==> config.mk <==
export PLATFORM = sky130hd
export DESIGN_NAME = c3lib_rstseq_ctrl
export DESIGN_NICKNAME = d
export VERILOG_FILES = /design/src/rtl/c3lib_rstseq_ctrl.sv
export SDC_FILE = /design/constraint.sdc
export NUM_CORES = 1
export LEC_CHECK = 0
export BUFFER_PORTS_ARGS = -buffer_cell sky130_fd_sc_hd__buf_2
export CAP_MARGIN = 30
export CORE_ASPECT_RATIO = 2
export CORE_MARGIN = 5
export CORE_UTILIZATION = 52
export CTS_BUF_LIST = sky130_fd_sc_hd__clkbuf_16
export CTS_CLUSTER_SIZE = 30
export DETAILED_ROUTE_END_ITERATION = 10
export PLACE_DENSITY = 0.75
export RECOVER_POWER = 50
export SYNTH_ARGS = -nofsm -noshare
export SYNTH_HDL_FRONTEND = slang
export SYNTH_SLANG_ARGS = --single-unit
==> constraint.sdc <==
create_clock -name clk -period 2 [get_ports clk]
set_input_delay 0.3 -clock clk [delete_from_list [all_inputs] [get_ports clk]]
set_output_delay 0.3 -clock clk [all_outputs]
set_load 0.005 [all_outputs]
==> src/rtl/c3lib_rstseq_ctrl.sv <==
// c3lib_rstseq_ctrl: releases NUM_RST reset domains one at a time after a synchronized reset release.
// Define C3LIB_RSTSEQ_ACK_TIMEOUT_EN to bound each acknowledge wait to TIMEOUT cycles (sticky ack_timeout).
module c3lib_rstseq_ctrl #(
    parameter int unsigned        NUM_RST     = 4,
    parameter int unsigned        DLY_W       = 8,
    parameter int unsigned        RELEASE_DLY = 16,
    parameter logic [NUM_RST-1:0] ACK_MASK    = '0,
    parameter int unsigned        TIMEOUT     = 1023
) (
    input  logic               clk,
    input  logic               rst_n,
    input  logic               scan_mode_n,
    input  logic               rst_n_bypass,
    input  logic               sw_rst_req,
    input  logic [NUM_RST-1:0] rst_ack,
    output logic [NUM_RST-1:0] rst_n_out,
    output logic               seq_done,
    output logic               ack_timeout
);

    localparam int unsigned        IDX_W    = $clog2(NUM_RST);
    localparam logic [IDX_W-1:0]   LAST     = IDX_W'(NUM_RST - 1);
    localparam logic [DLY_W-1:0]   DLY_LOAD = DLY_W'(RELEASE_DLY - 1);

    if (NUM_RST < 2 || NUM_RST > 16 || RELEASE_DLY < 1 ||
        RELEASE_DLY > (2 ** DLY_W) - 1 || TIMEOUT < 1) begin : g_bad_param
        $error("c3lib_rstseq_ctrl: parameter out of range");
    end

    typedef enum logic [1:0] {HOLD, DLY, ACK, DONE} state_t;

    state_t             state;
    logic [IDX_W-1:0]   idx;
    logic [DLY_W-1:0]   cnt;
    logic [NUM_RST-1:0] out_q;
    logic               done_q;
    logic [1:0]         sync_q;
    logic               rst_sync;
    logic               rst_n_int;
    logic               ack_go;

    // In scan mode the bypass pin owns the reset tree, including this block's own flops.
    assign rst_n_int = scan_mode_n ? rst_n : rst_n_bypass;

    always_ff @(posedge clk or negedge rst_n_int) begin
        if (!rst_n_int) sync_q <= '0;
        else            sync_q <= {sync_q[0], 1'b1};
    end
    assign rst_sync = sync_q[1];

`ifdef C3LIB_RSTSEQ_ACK_TIMEOUT_EN
    localparam int unsigned TO_W = $clog2(TIMEOUT + 1);
    logic [TO_W-1:0] tcnt;
    logic            tmo_hit;
    logic            to_q;
    // A timed-out wait advances exactly like an ack; a real ack on the last cycle wins the flag.
    assign tmo_hit     = (tcnt == TO_W'(TIMEOUT - 1));
    assign ack_go      = rst_ack[idx] | tmo_hit;
    assign ack_timeout = to_q;
`else
    assign ack_go      = rst_ack[idx];
    assign ack_timeout = 1'b0;
`endif

    always_ff @(posedge clk or negedge rst_n_int) begin
        if (!rst_n_int) begin
            state  <= HOLD;
            idx    <= '0;
            cnt    <= '0;
            out_q  <= '0;
            done_q <= 1'b0;
`ifdef C3LIB_RSTSEQ_ACK_TIMEOUT_EN
            tcnt   <= '0;
            to_q   <= 1'b0;
`endif
        end else if (sw_rst_req) begin
            state  <= HOLD;
            idx    <= '0;
            cnt    <= '0;
            out_q  <= '0;
            done_q <= 1'b0;
`ifdef C3LIB_RSTSEQ_ACK_TIMEOUT_EN
            tcnt   <= '0;
            to_q   <= 1'b0;
`endif
        end else begin
            case (state)
                HOLD: begin
                    if (rst_sync) begin
                        state <= DLY;
                        cnt   <= DLY_LOAD;
                        idx   <= '0;
                    end
                end
                DLY: begin
                    if (cnt != '0) begin
                        cnt <= cnt - 1'b1;
                    end else begin
                        out_q[idx] <= 1'b1;
                        if (ACK_MASK[idx]) begin
                            state <= ACK;
`ifdef C3LIB_RSTSEQ_ACK_TIMEOUT_EN
                            tcnt  <= '0;
`endif
                        end else if (idx == LAST) begin
                            state <= DONE;
                        end else begin
                            idx <= idx + 1'b1;
                            cnt <= DLY_LOAD;
                        end
                    end
                end
                ACK: begin
`ifdef C3LIB_RSTSEQ_ACK_TIMEOUT_EN
                    tcnt <= tcnt + 1'b1;
                    if (tmo_hit && !rst_ack[idx]) to_q <= 1'b1;
`endif
                    if (ack_go) begin
                        if (idx == LAST) begin
                            state <= DONE;
                        end else begin
                            state <= DLY;
                            idx   <= idx + 1'b1;
                            cnt   <= DLY_LOAD;
                        end
                    end
                end
                DONE: begin
                    done_q <= 1'b1;
                    out_q  <= '1;
                end
                default: state <= HOLD;
            endcase
        end
    end

    assign rst_n_out = scan_mode_n ? out_q  : {NUM_RST{rst_n_bypass}};
    assign seq_done  = scan_mode_n ? done_q : rst_n_bypass;

endmodule

Word-level counts from Yosys, hierarchy flattened:

Cells that the tools add are included.

* bits in registers: 19
* output and inout port bits: 6
* logic and storage cells: 67

* reduce and logical (&&, ||, !) cells: 10
* order comparisons: 2
* muxes and demuxes: 36
* eq/ne operators: 10
* bitwise operators: 1
* add/sub/neg operators: 2

Operators by type and width (count)
* 8-bit 2-to-1 mux: 6
* 2-bit 2-to-1 mux: 13
* 8-bit one-hot mux with 3 select lines: 1
* 4-bit 2-to-1 mux: 3
* 3-bit inequality test, second input constant: 4
* 2-bit one-hot mux with 3 select lines: 2
* 5-bit AND reduction: 2
* 4-bit inequality test, second input constant: 2
* 4-bit one-hot mux with 2 select lines: 1
* 8-bit nonzero test: 1
* 8-bit by 1-bit subtractor with 8-bit output, second input constant: 1
* 1-bit 2-to-1 mux: 7
* 2-bit equality test, second input constant: 3
* 1-bit binary-select mux with 2-bit select: 2
* 4-bit OR: 1
* 4-bit AND reduction: 1
* 4-bit nonzero test: 1
* 2-bit by 3-bit < comparator with 1-bit output, second input constant: 1
* 3-bit nonzero test: 1
* 2-bit by 1-bit adder with 2-bit output, second input constant: 1
* 1-bit demux with 2-bit select: 1
* 2-bit by 1-bit equality test with 1-bit output, second input constant: 1
* 2-bit by 1-bit >= comparator with 1-bit output, second input constant: 1
* 2-bit zero test: 1
* 3 further kinds: 3

Logic depth before layout (Yosys ltp):

Gate-level depths: netlist (run 1).

* depth after elaboration: 8
* depth in mapped cells: 7

Worst setup path after synthesis (run 1):

No wires, ideal clock.

* path kind: reg2reg
* from: register cnt[0]
* to: register cnt[4]
* data arrival time: 1813 ps
* stages on the path, launching flop included: 8
* period minus slack after synthesis: 1940 ps
* setup slack: 60 ps
* data required time: 1874 ps
* buffers on the path: 1
* path through: dfrtp_1 -> inv_1 -> ha_1 -> or4b_4 -> buf_6 -> o21ai_4 -> nor4_1 -> a311o_1

* cells in the longest elaborated chain, start to end: 4

RTL lines
* start: declaration: line 34 `logic [DLY_W-1:0] cnt;`
* start signal: assignment: line 97 `cnt <= cnt - 1'b1;`
* 8-bit by 1-bit subtractor with 8-bit output / 8-bit nonzero test (equally long branches): line 97, 96
* 8-bit 2-to-1 mux: line 96 `if (cnt != '0) begin`
* 8-bit one-hot mux with 3 select lines: line 87 `case (state)`
* 8-bit 2-to-1 mux: line 76 `end else if (sw_rst_req) begin`

Parallel ways exist; a longest one is shown, timed or not.
A chain may end at the register's enable or synchronous reset.

Final worst setup path (run 1):

* from: register cnt[1]
* to: register cnt[4]

Same word-level chain as after synthesis.

==> results of run 1 <==
-- cell type report --
cell class                 instances  area [um2]  area share (%)
clock inverter                     1        7.51           0.445
inverter                          12        45.0            2.67
tap                               29        36.3            2.15
sequential                        19         475            28.2
multi-input combinational        124         877            52.0
clock buffer                       3        75.1            4.45
timing repair buffer              27         169            10.0
-- synthesized netlist by cell type (2+ instances only) --
| cell | n | share of area (%) |
|---|---|---|
| o21ai_0 | 3 | 1.0 |
| a31o_2 | 4 | 2.4 |
| clkbuf_1 | 7 | 1.8 |
| or3_1 | 2 | 0.87 |
| ha_1 | 10 | 8.7 |
| nand2b_1 | 4 | 1.7 |
| nor4_1 | 2 | 0.87 |
| and3_1 | 2 | 0.87 |
| a311oi_1 | 2 | 1.2 |
| nand3_1 | 4 | 1.4 |
| dfrtp_1 | 19 | 33 |
| nor3_1 | 3 | 1.0 |
| inv_1 | 12 | 3.1 |
| nor2_1 | 9 | 2.4 |
| mux2i_1 | 2 | 1.4 |
| o31a_1 | 2 | 1.2 |
| o2111ai_1 | 3 | 1.8 |
| a21oi_1 | 12 | 4.2 |
| nand2_1 | 18 | 4.7 |
| nor3b_1 | 3 | 1.6 |
| conb_1 | 2 | 0.52 |
| a31oi_1 | 3 | 1.3 |
| a311o_1 | 2 | 1.4 |
| buf_6 | 2 | 1.6 |
| nand4_1 | 4 | 1.7 |
| a21o_1 | 4 | 2.1 |
| and4_1 | 2 | 1.2 |
| o21a_1 | 2 | 1.0 |
-- repair_timing --
item,in CTS,in global routing
hold buffers,0,0
resized for setup,0,7
buffers inserted,0,2
endpoints found under the setup margin,0,7
-- where the power goes --
part / switching (mW) / internal (mW)
clock network: 0.149 / 0.270
logic: 0.192 / 0.150
registers: 0.0285 / 0.405
total: 0.370 / 0.825
-- state kept, by name, indices dropped and copies added (netlist names) --
| register | count |
|---|---|
| out_q | 4 |
| done_q | 1 |
| cnt | 8 |
| state | 2 |
| idx | 2 |
| sync_q | 2 |
-- worst max path at each step --
stage                     slack (ns)     start  endpoint
after floorplan                 0.06    cnt[0]    cnt[4]
after global placement          0.05  state[0]    cnt[5]
after detailed placement        0.06  state[0]    cnt[4]
after CTS                       0.04  state[0]    cnt[4]
after global routing           -0.01  state[0]    idx[1]
final                           0.06    cnt[1]    cnt[4]
-- through the flow --
stage | setup WS (ns) | power [mW] | setup TNS, ns | instance area, um2
after floorplan | 0.0603 | 0.659 | 0 | 1430
after global placement | 0.0498 | 0.741 | 0 | 1570
after detailed placement | 0.0611 | 0.750 | 0 | 1570
after CTS | 0.0419 | 1.17 | 0 | 1650
after global routing | -0.0118 | 1.26 | -0.0143 | 1690
final | 0.0628 | 1.20 | 0 | 1690
-- metal layers --
layer	part of all wire (%)	GRT usage, %	vias to the layer above
li1	-	-	651
met1	35	24.1	660
met2	54	38.7	84
met3	5.1	3.00	24
met4	5.6	14.9	0
met5	0	0	-
-- cell families after synthesis --
family,share of synthesized area (%)
other,0.524
and+or+nand+nor,21.5
xor gates and xnor gates,0.611
adders and majority gates,8.73
AOI/OAI and AO/OA,26.3
DFF,33.2
buffers and inverters,7.07
muxes,2.18
-- cell usage in the layout, fill, tap and decap left out, types with 3 or more instances in the layout --
cell type | synthesis | routed
dfrtp_1 | 19 | 19
clkbuf_16 | 0 | 3
nand2b_1 | 4 | 4
o21ai_0 | 3 | 3
a21oi_1 | 12 | 12
buf_4 | 1 | 12
nand3_1 | 4 | 4
nand4_1 | 4 | 4
nor3b_1 | 3 | 3
nand2_1 | 18 | 18
a31o_2 | 4 | 4
o2111ai_1 | 3 | 3
nor3_1 | 3 | 3
a21o_1 | 4 | 4
ha_1 | 10 | 8
nor2_1 | 9 | 8
inv_1 | 12 | 11
a31oi_1 | 3 | 3
buf_2 | 0 | 12
==> flow_metrics.tcl, run 1 <==
set metrics [dict create \
    fillers 236 \
    synthCells 165 \
    overflow 0 \
    crit_buf_inv 1 \
    ys_types 49 \
    report.final.setup_viol 0 \
    ys_ff_latch 19 \
    dr_total_vias 1419 \
    final.min_clock_period_ns 1.94 \
    power.density_nw_per_um2 709 \
    tightest_slew_ns 1.08 \
    required_ns 2.14 \
    synth_fp_nets 184 \
    final_max_slew_viol_count 0 \
    hpwl_mm 2.97 \
    pin_count 15 \
    syn2layout_area_growth_pct 17.5 \
    cts.clk_slew.worst_paths_ns 0.06 \
    crit_type "reg -> reg" \
    max_freq_mhz 516 \
    first_global_vias 1504 \
    die_y_um 84.3 \
    yosysWarnings 0 \
    finalCritPeriodShare_pct 96.9 \
    seq_area_frac_synth_pct 33.2 \
    cp.depth 6 \
    netlist_area_um2 1430 \
    path_cells "inv_1 > ha_1 > or4b_4 > o21ai_4 > nor4_1 > a311o_1" \
    min_to "sync_q[1]" \
    wl_per_cell_um 18.5 \
    vias_per_cell 6.60 \
    diodes 0 \
    status "finished clean" \
    cts_root_buf "clkbuf_16" \
    drc 0 \
    clkLatencyLatePin_ns 0.26 \
    antenna_left 0 \
    slowest_stage "or4b_4" \
    initial_core_util_pct 53.1 \
    dieArea_um2 3970 \
    final_core_util_pct 62.4 \
    cp-start-kind "flip-flop" \
    num_rows 27 \
    cts_inserted_buffers 3 \
    grt_max_degree 20 \
    dp_cells 209 \
    synth_ff_type "dfrtp_1" \
    hold_viol_final 0 \
    syn_area_per_cell_um2 8.69 \
    first_pass_iters 4 \
    fin_worst_skew_ns 0.00430 \
    crit_path_end_kind "flip-flop" \
    r2r.worst_path.cells 6 \
    grt_usage_pct 22.8 \
    drt-total-wl_mm 3.98 \
    worst-r2r-setup-slack_ns 0.06 \
    die_w_um 47.1 \
    holdCritStartpoint "sync_q[0]" \
    core-area_um2 2700 \
    numPortBuffers 13 \
    cts_buffer_depth 2 \
    r2r_end "cnt[4]" \
    synth_edf_count 0 \
    hold_path.class "reg -> reg" \
    layout.nets 206 \
    drt_first_iter_violations 92 \
    arrival_ns 2.08 \
    cts_htree_levels 1 \
    cap_violations 0 \
    slew_headroom_pct 27.7 \
    p_leak_nw 0.765 \
    antenna_found_initial 0 \
    critical-path-max-stage-delay_ns 0.53 \
    worstReg2RegStart "cnt[1]" \
    place_congestion 0.912 \
    synth-async-reset-ratio_pct 100 \
    max-vdd-ir-drop_uv 704 \
    layout-drive-gt1-share_pct 23.7 \
    path_delay_family "simple AND/OR/NAND/NOR gates" \
    cp_max_fo 7 \
    hold-path-cell-count 0 \
    cts_sinks 19 \
    instances_no_fill 215 \
    grt_pass1_wl_mm 6.74 \
    holdWs_ns 0.358 \
    cts_tree "built" \
]
Note: power is estimated with default switching activity, not from simulation.
==> run 2: changes to the inputs <==
Settings changed: CORE_ASPECT_RATIO 2 to unset, CORE_UTILIZATION 52 to 62, PLACE_DENSITY 0.75 to 0.83.
Clock period 2 ns to 2.32 ns, I/O delays scaled along.
==> flow_metrics.tcl, run 2 (same netlist as run 1, synthesis figures left out) <==
set metrics [dict create \
    antenna_found_initial 0 \
    cts_buffer_depth 2 \
    tns_ns 0 \
    slew_headroom_pct 45.7 \
    crit_type "reg -> reg" \
    cts.clk_slew.worst_paths_ns 0.05 \
    slowest_stage "o21ba_2" \
    crit_path_end_kind "flip-flop" \
    max-vdd-ir-drop_uv 499 \
    postCtsResizedCells 0 \
    diodes 0 \
    postCtsHoldBufs 0 \
    cp_max_fo 12 \
    met2_usage_pct 39.2 \
    syn2layout_area_growth_pct 10.6 \
    pre_cts_slack_ns 0.277 \
    vias_per_cell 6.71 \
    dr_total_vias 1368 \
    finalCritPeriodShare_pct 90.1 \
    critical-path-max-stage-delay_ns 0.44 \
    first_pass_iters 4 \
    worst-r2r-setup-slack_ns 0.23 \
    cts_inserted_buffers 3 \
    hpwl_mm 2.53 \
    rsz0062_at_grt "no" \
    drt_first_iter_violations 77 \
    pin_count 15 \
    required_ns 2.45 \
    cts_htree_levels 1 \
    core-area_um2 2210 \
    final_max_slew_viol_count 0 \
    r2r.worst_path.cells 6 \
    tightest_slew_ns 0.813 \
    overflow 0 \
    top_regs "cnt: 8 flops, out_q: 4 flops" \
    design_area_um2 1590 \
    dieArea_um2 3370 \
    cts_sinks 19 \
    die_w_um 58.1 \
    final_common_cell "dfrtp_1" \
    top_usage_layer "met2" \
    antenna_left 0 \
    max_freq_mhz 478 \
    p_leak_nw 0.721 \
    postPlaceCellArea_um2 1510 \
    cap_violations 0 \
    top_register "cnt" \
    place_congestion 0.931 \
    layout-drive-gt1-share_pct 16.5 \
    grtUsageMet1_pct 29.6 \
    final_cell_mix "19 x dfrtp_1, 18 x nand2_1, 13 x inv_1" \
    initial_core_util_pct 64.8 \
    path_cells "inv_1 > ha_1 > mux2i_1 > o21ba_2 > nand2_1 > a311o_1" \
    largest_reg_flops 8 \
    post-cts-setup-buffer-count 0 \
    cp-start-kind "flip-flop" \
    fillers 176 \
    hold_viol_final 0 \
    cts_tree "built" \
    drt-total-wl_mm 3.61 \
    r2r_end "cnt[4]" \
    worstReg2RegStart "state[0]" \
    final_core_util_pct 71.7 \
    status "finished clean" \
    report.final.setup_viol 0 \
    final.min_clock_period_ns 2.09 \
    layout.nets 196 \
    hold_path.class "in -> async" \
    power.density_nw_per_um2 620 \
    numPortBuffers 13 \
    clkLatencyLatePin_ns 0.25 \
    wl_per_cell_um 17.7 \
    first_global_vias 1333 \
    cts_root_buf "clkbuf_16" \
    drc 0 \
    power_uw 983 \
    grt_usage_pct 23.4 \
    die_y_um 58.1 \
    use_met3_pct 4.68 \
    fin_ws_ns 0.230 \
    grt_max_degree 20 \
    grt_pass1_wl_mm 6.13 \
    num_rows 17 \
    arrival_ns 2.22 \
    fin_worst_skew_ns 0.000974 \
]
run 2: changes by cell type in the layout (fill, tap and decap cells not counted), sizes merged:
cell	delta
buf	-9
clkbuf	-1
clkinvlp	-1
inv	+1
run 2: critical path: cells and delay by family, from the launching register on:
kind / cells / cell delay, ns
multiplexers: 1 / 0.12
adder cells (fa/ha/maj): 1 / 0.30
flip-flops: 1 / 0.40
AND/OR/NAND/NOR: 1 / 0.20
AO/OA/AOI/OAI: 2 / 0.85
buffers and inverters: 1 / 0.08
run 2: how the worst max path moves through the flow:
stage,startpoint,endpoint,slack [ns],depth (start not counted)
2_1_floorplan,cnt[0],cnt[4],0.38,7
3_3_place_gp,state[0],cnt[5],0.30,6
3_5_place_dp,cnt[0],cnt[4],0.28,6
4_1_cts,cnt[0],state[1],0.26,6
5_1_grt,state[0],cnt[5],0.03,6
6_report,state[0],cnt[4],0.23,6
run 2: per-layer routing:
metal  vias to the layer above  part of all wire, %
li1                        625                    -
met3                        13                  7.9
met5                         -                    0
met2                        80                   49
met4                         0                  2.5
met1                       650                   41
run 2: area by class of cell:
type	count	area, um2	share of cell area (%)
multi-input combinational	124	857	54.1
sequential	19	475	30.0
timing repair buffer	17	93.8	5.92
clock buffer	3	75.1	4.74
inverter	12	45.0	2.84
tap	28	35.0	2.21
clock inverter	1	3.75	0.237
run 2: power breakdown:
part / internal (mW) / switching (mW)
registers: 0.349 / 0.0261
logic: 0.105 / 0.152
clock network: 0.229 / 0.121
total: 0.683 / 0.299
run 2: through the flow:
step / cells / hold WS (ns)
2_1_floorplan: 165 / 0.331
3_3_place_gp: 200 / 0.333
3_5_place_dp: 200 / 0.342
4_1_cts: 204 / 0.310
5_1_grt: 204 / 0.362
6_report: 204 / 0.289
==> run 3: changes to the inputs <==
Settings changed: CORE_ASPECT_RATIO set to 2, CORE_UTILIZATION 62 to 40, PLACE_DENSITY 0.83 to unset, RECOVER_POWER 50 to 100.
==> flow_metrics.tcl, run 3 (same netlist as run 1, synthesis figures left out) <==
set metrics [dict create \
    finalCritPeriodShare_pct 90.6 \
    antenna_left 0 \
    status "finished clean" \
    p_sw_share_pct 31.1 \
    grt_usage_pct 18.2 \
    diodes 0 \
    grt_max_degree 20 \
    clkLatencyLatePin_ns 0.25 \
    fin_worst_skew_ns 0.00213 \
    required_ns 2.45 \
    crit_path_end_kind "flip-flop" \
    fillers 336 \
    power_switching_uw 308 \
    hold_path.class "reg -> reg" \
    postCtsResizedCells 0 \
    pin_count 15 \
    final.min_clock_period_ns 2.10 \
    hold_viol_final 0 \
    grt_pass1_wl_mm 6.90 \
    place_congestion 0.844 \
    cp_max_fo 12 \
    numPortBuffers 13 \
    die_y_um 94.7 \
    core-area_um2 3420 \
    cts_sinks 19 \
    slew_headroom_pct 25.9 \
    postCtsHoldBufs 0 \
    hpwl_mm 3.06 \
    cap_violations 0 \
    crit_type "reg -> reg" \
    first_pass_iters 4 \
    rsz0062_at_grt "no" \
    die_w_um 52.3 \
    power.density_nw_per_um2 610 \
    largest_reg_flops 8 \
    dieArea_um2 4950 \
    post-cts-setup-buffer-count 0 \
    layout.nets 199 \
    drc 0 \
    instances_no_fill 227 \
    arrival_ns 2.24 \
    cts_buffer_depth 2 \
    cts_htree_levels 1 \
    first_global_vias 1475 \
    final_common_cell "dfrtp_1" \
    initial_core_util_pct 42.0 \
    intPower_uw 683 \
    cts_tree "built" \
    top_regs "cnt: 8 flops, out_q: 4 flops" \
    cts_inserted_buffers 3 \
    overflow 0 \
    tns_ns 0 \
    vias_per_cell 6.18 \
    dp_cells 223 \
    cts.clk_slew.worst_paths_ns 0.06 \
    num_rows 30 \
    final_max_slew_viol_count 0 \
    cp-start-kind "flip-flop" \
    syn2layout_area_growth_pct 13.4 \
    drt-total-wl_mm 4.01 \
    cts_root_buf "clkbuf_16" \
    p_seq_share_pct 37.8 \
    report.final.setup_viol 0 \
    drt_first_iter_violations 79 \
    tightest_slew_ns 1.11 \
    max-vdd-ir-drop_uv 398 \
    p_leak_nw 0.720 \
    max_freq_mhz 476 \
    combPwrFrac_pct 26.1 \
    layout-drive-gt1-share_pct 15.6 \
    top_register "cnt" \
    antenna_found_initial 0 \
    wl_per_cell_um 17.7 \
    dr_total_vias 1403 \
    p_clk_share_pct 36.1 \
    final_cell_mix "19 x dfrtp_1, 18 x nand2_1, 13 x inv_1" \
]
-- run 3: changes by cell type in the layout (fill, tap and decap cells not counted), sizes merged --
cell,previous run,this run
buf,16,15
clkbuf,4,8
-- run 3: worst paths after layout --
check | slack, ns | start | cells past startpoint | endpoint
max in group asynchronous | 0.86 | scan_mode_n | 4 | cnt[6]
hold reg to reg | 0.37 | sync_q[0] | 0 | sync_q[1]
setup reg to reg | 0.22 | state[0] | 6 | cnt[4]
setup / recovery | 0.22 | state[0] | 6 | cnt[4]
hold / removal | 0.37 | sync_q[0] | 0 | sync_q[1]
min in group asynchronous | 0.47 | rst_n | 4 | out_q[3]
-- run 3: cell type report --
class	count	area (um2)	area share, %
Sequential cell	19	475	29.3
Tap cell	48	60.1	3.70
Multi-Input combinational cell	124	857	52.7
Clock inverter	1	3.75	0.231
Timing Repair Buffer	20	109	6.70
Clock buffer	3	75.1	4.62
Inverter	12	45.0	2.77
-- run 3: per-stage QoR --
stage	total power, mW	util [%]	cell area (um2)	hold slack (ns)	setup slack (ns)
2_1_floorplan	0.568	-	1430	0.331	0.380
3_3_place_gp	0.630	45.5	1560	0.347	0.318
3_5_place_dp	0.638	45.5	1560	0.341	0.263
4_1_cts	0.994	47.8	1630	0.167	0.246
5_1_grt	1.04	47.6	1630	0.378	0.126
6_report	0.992	47.6	1630	0.366	0.219
-- run 3: critical path, stage by stage, from the launching register on --
cell and delay [ns]:
dfrtp_1 0.40, inv_1 0.08, ha_1 0.31, mux2i_1 0.13, o21ba_2 0.46, nand2_1 0.21
a311o_1 0.39
-- run 3: power by group through the flow --
stage          clock [mW]  combinational [mW]  sequential [mW]
6_report            0.358               0.259            0.375
5_1_grt             0.373               0.284            0.379
4_1_cts             0.360               0.260            0.375
3_5_place_dp            0               0.257            0.381
3_3_place_gp            0               0.251            0.380
2_1_floorplan           0               0.198            0.370
-- run 3: layer usage --
layer | wire length, um | track usage [%]
met5 | 0 | 0
met1 | 1370 | 18.4
met4 | 157 | 10.7
met3 | 164 | 1.90
met2 | 2320 | 34.0
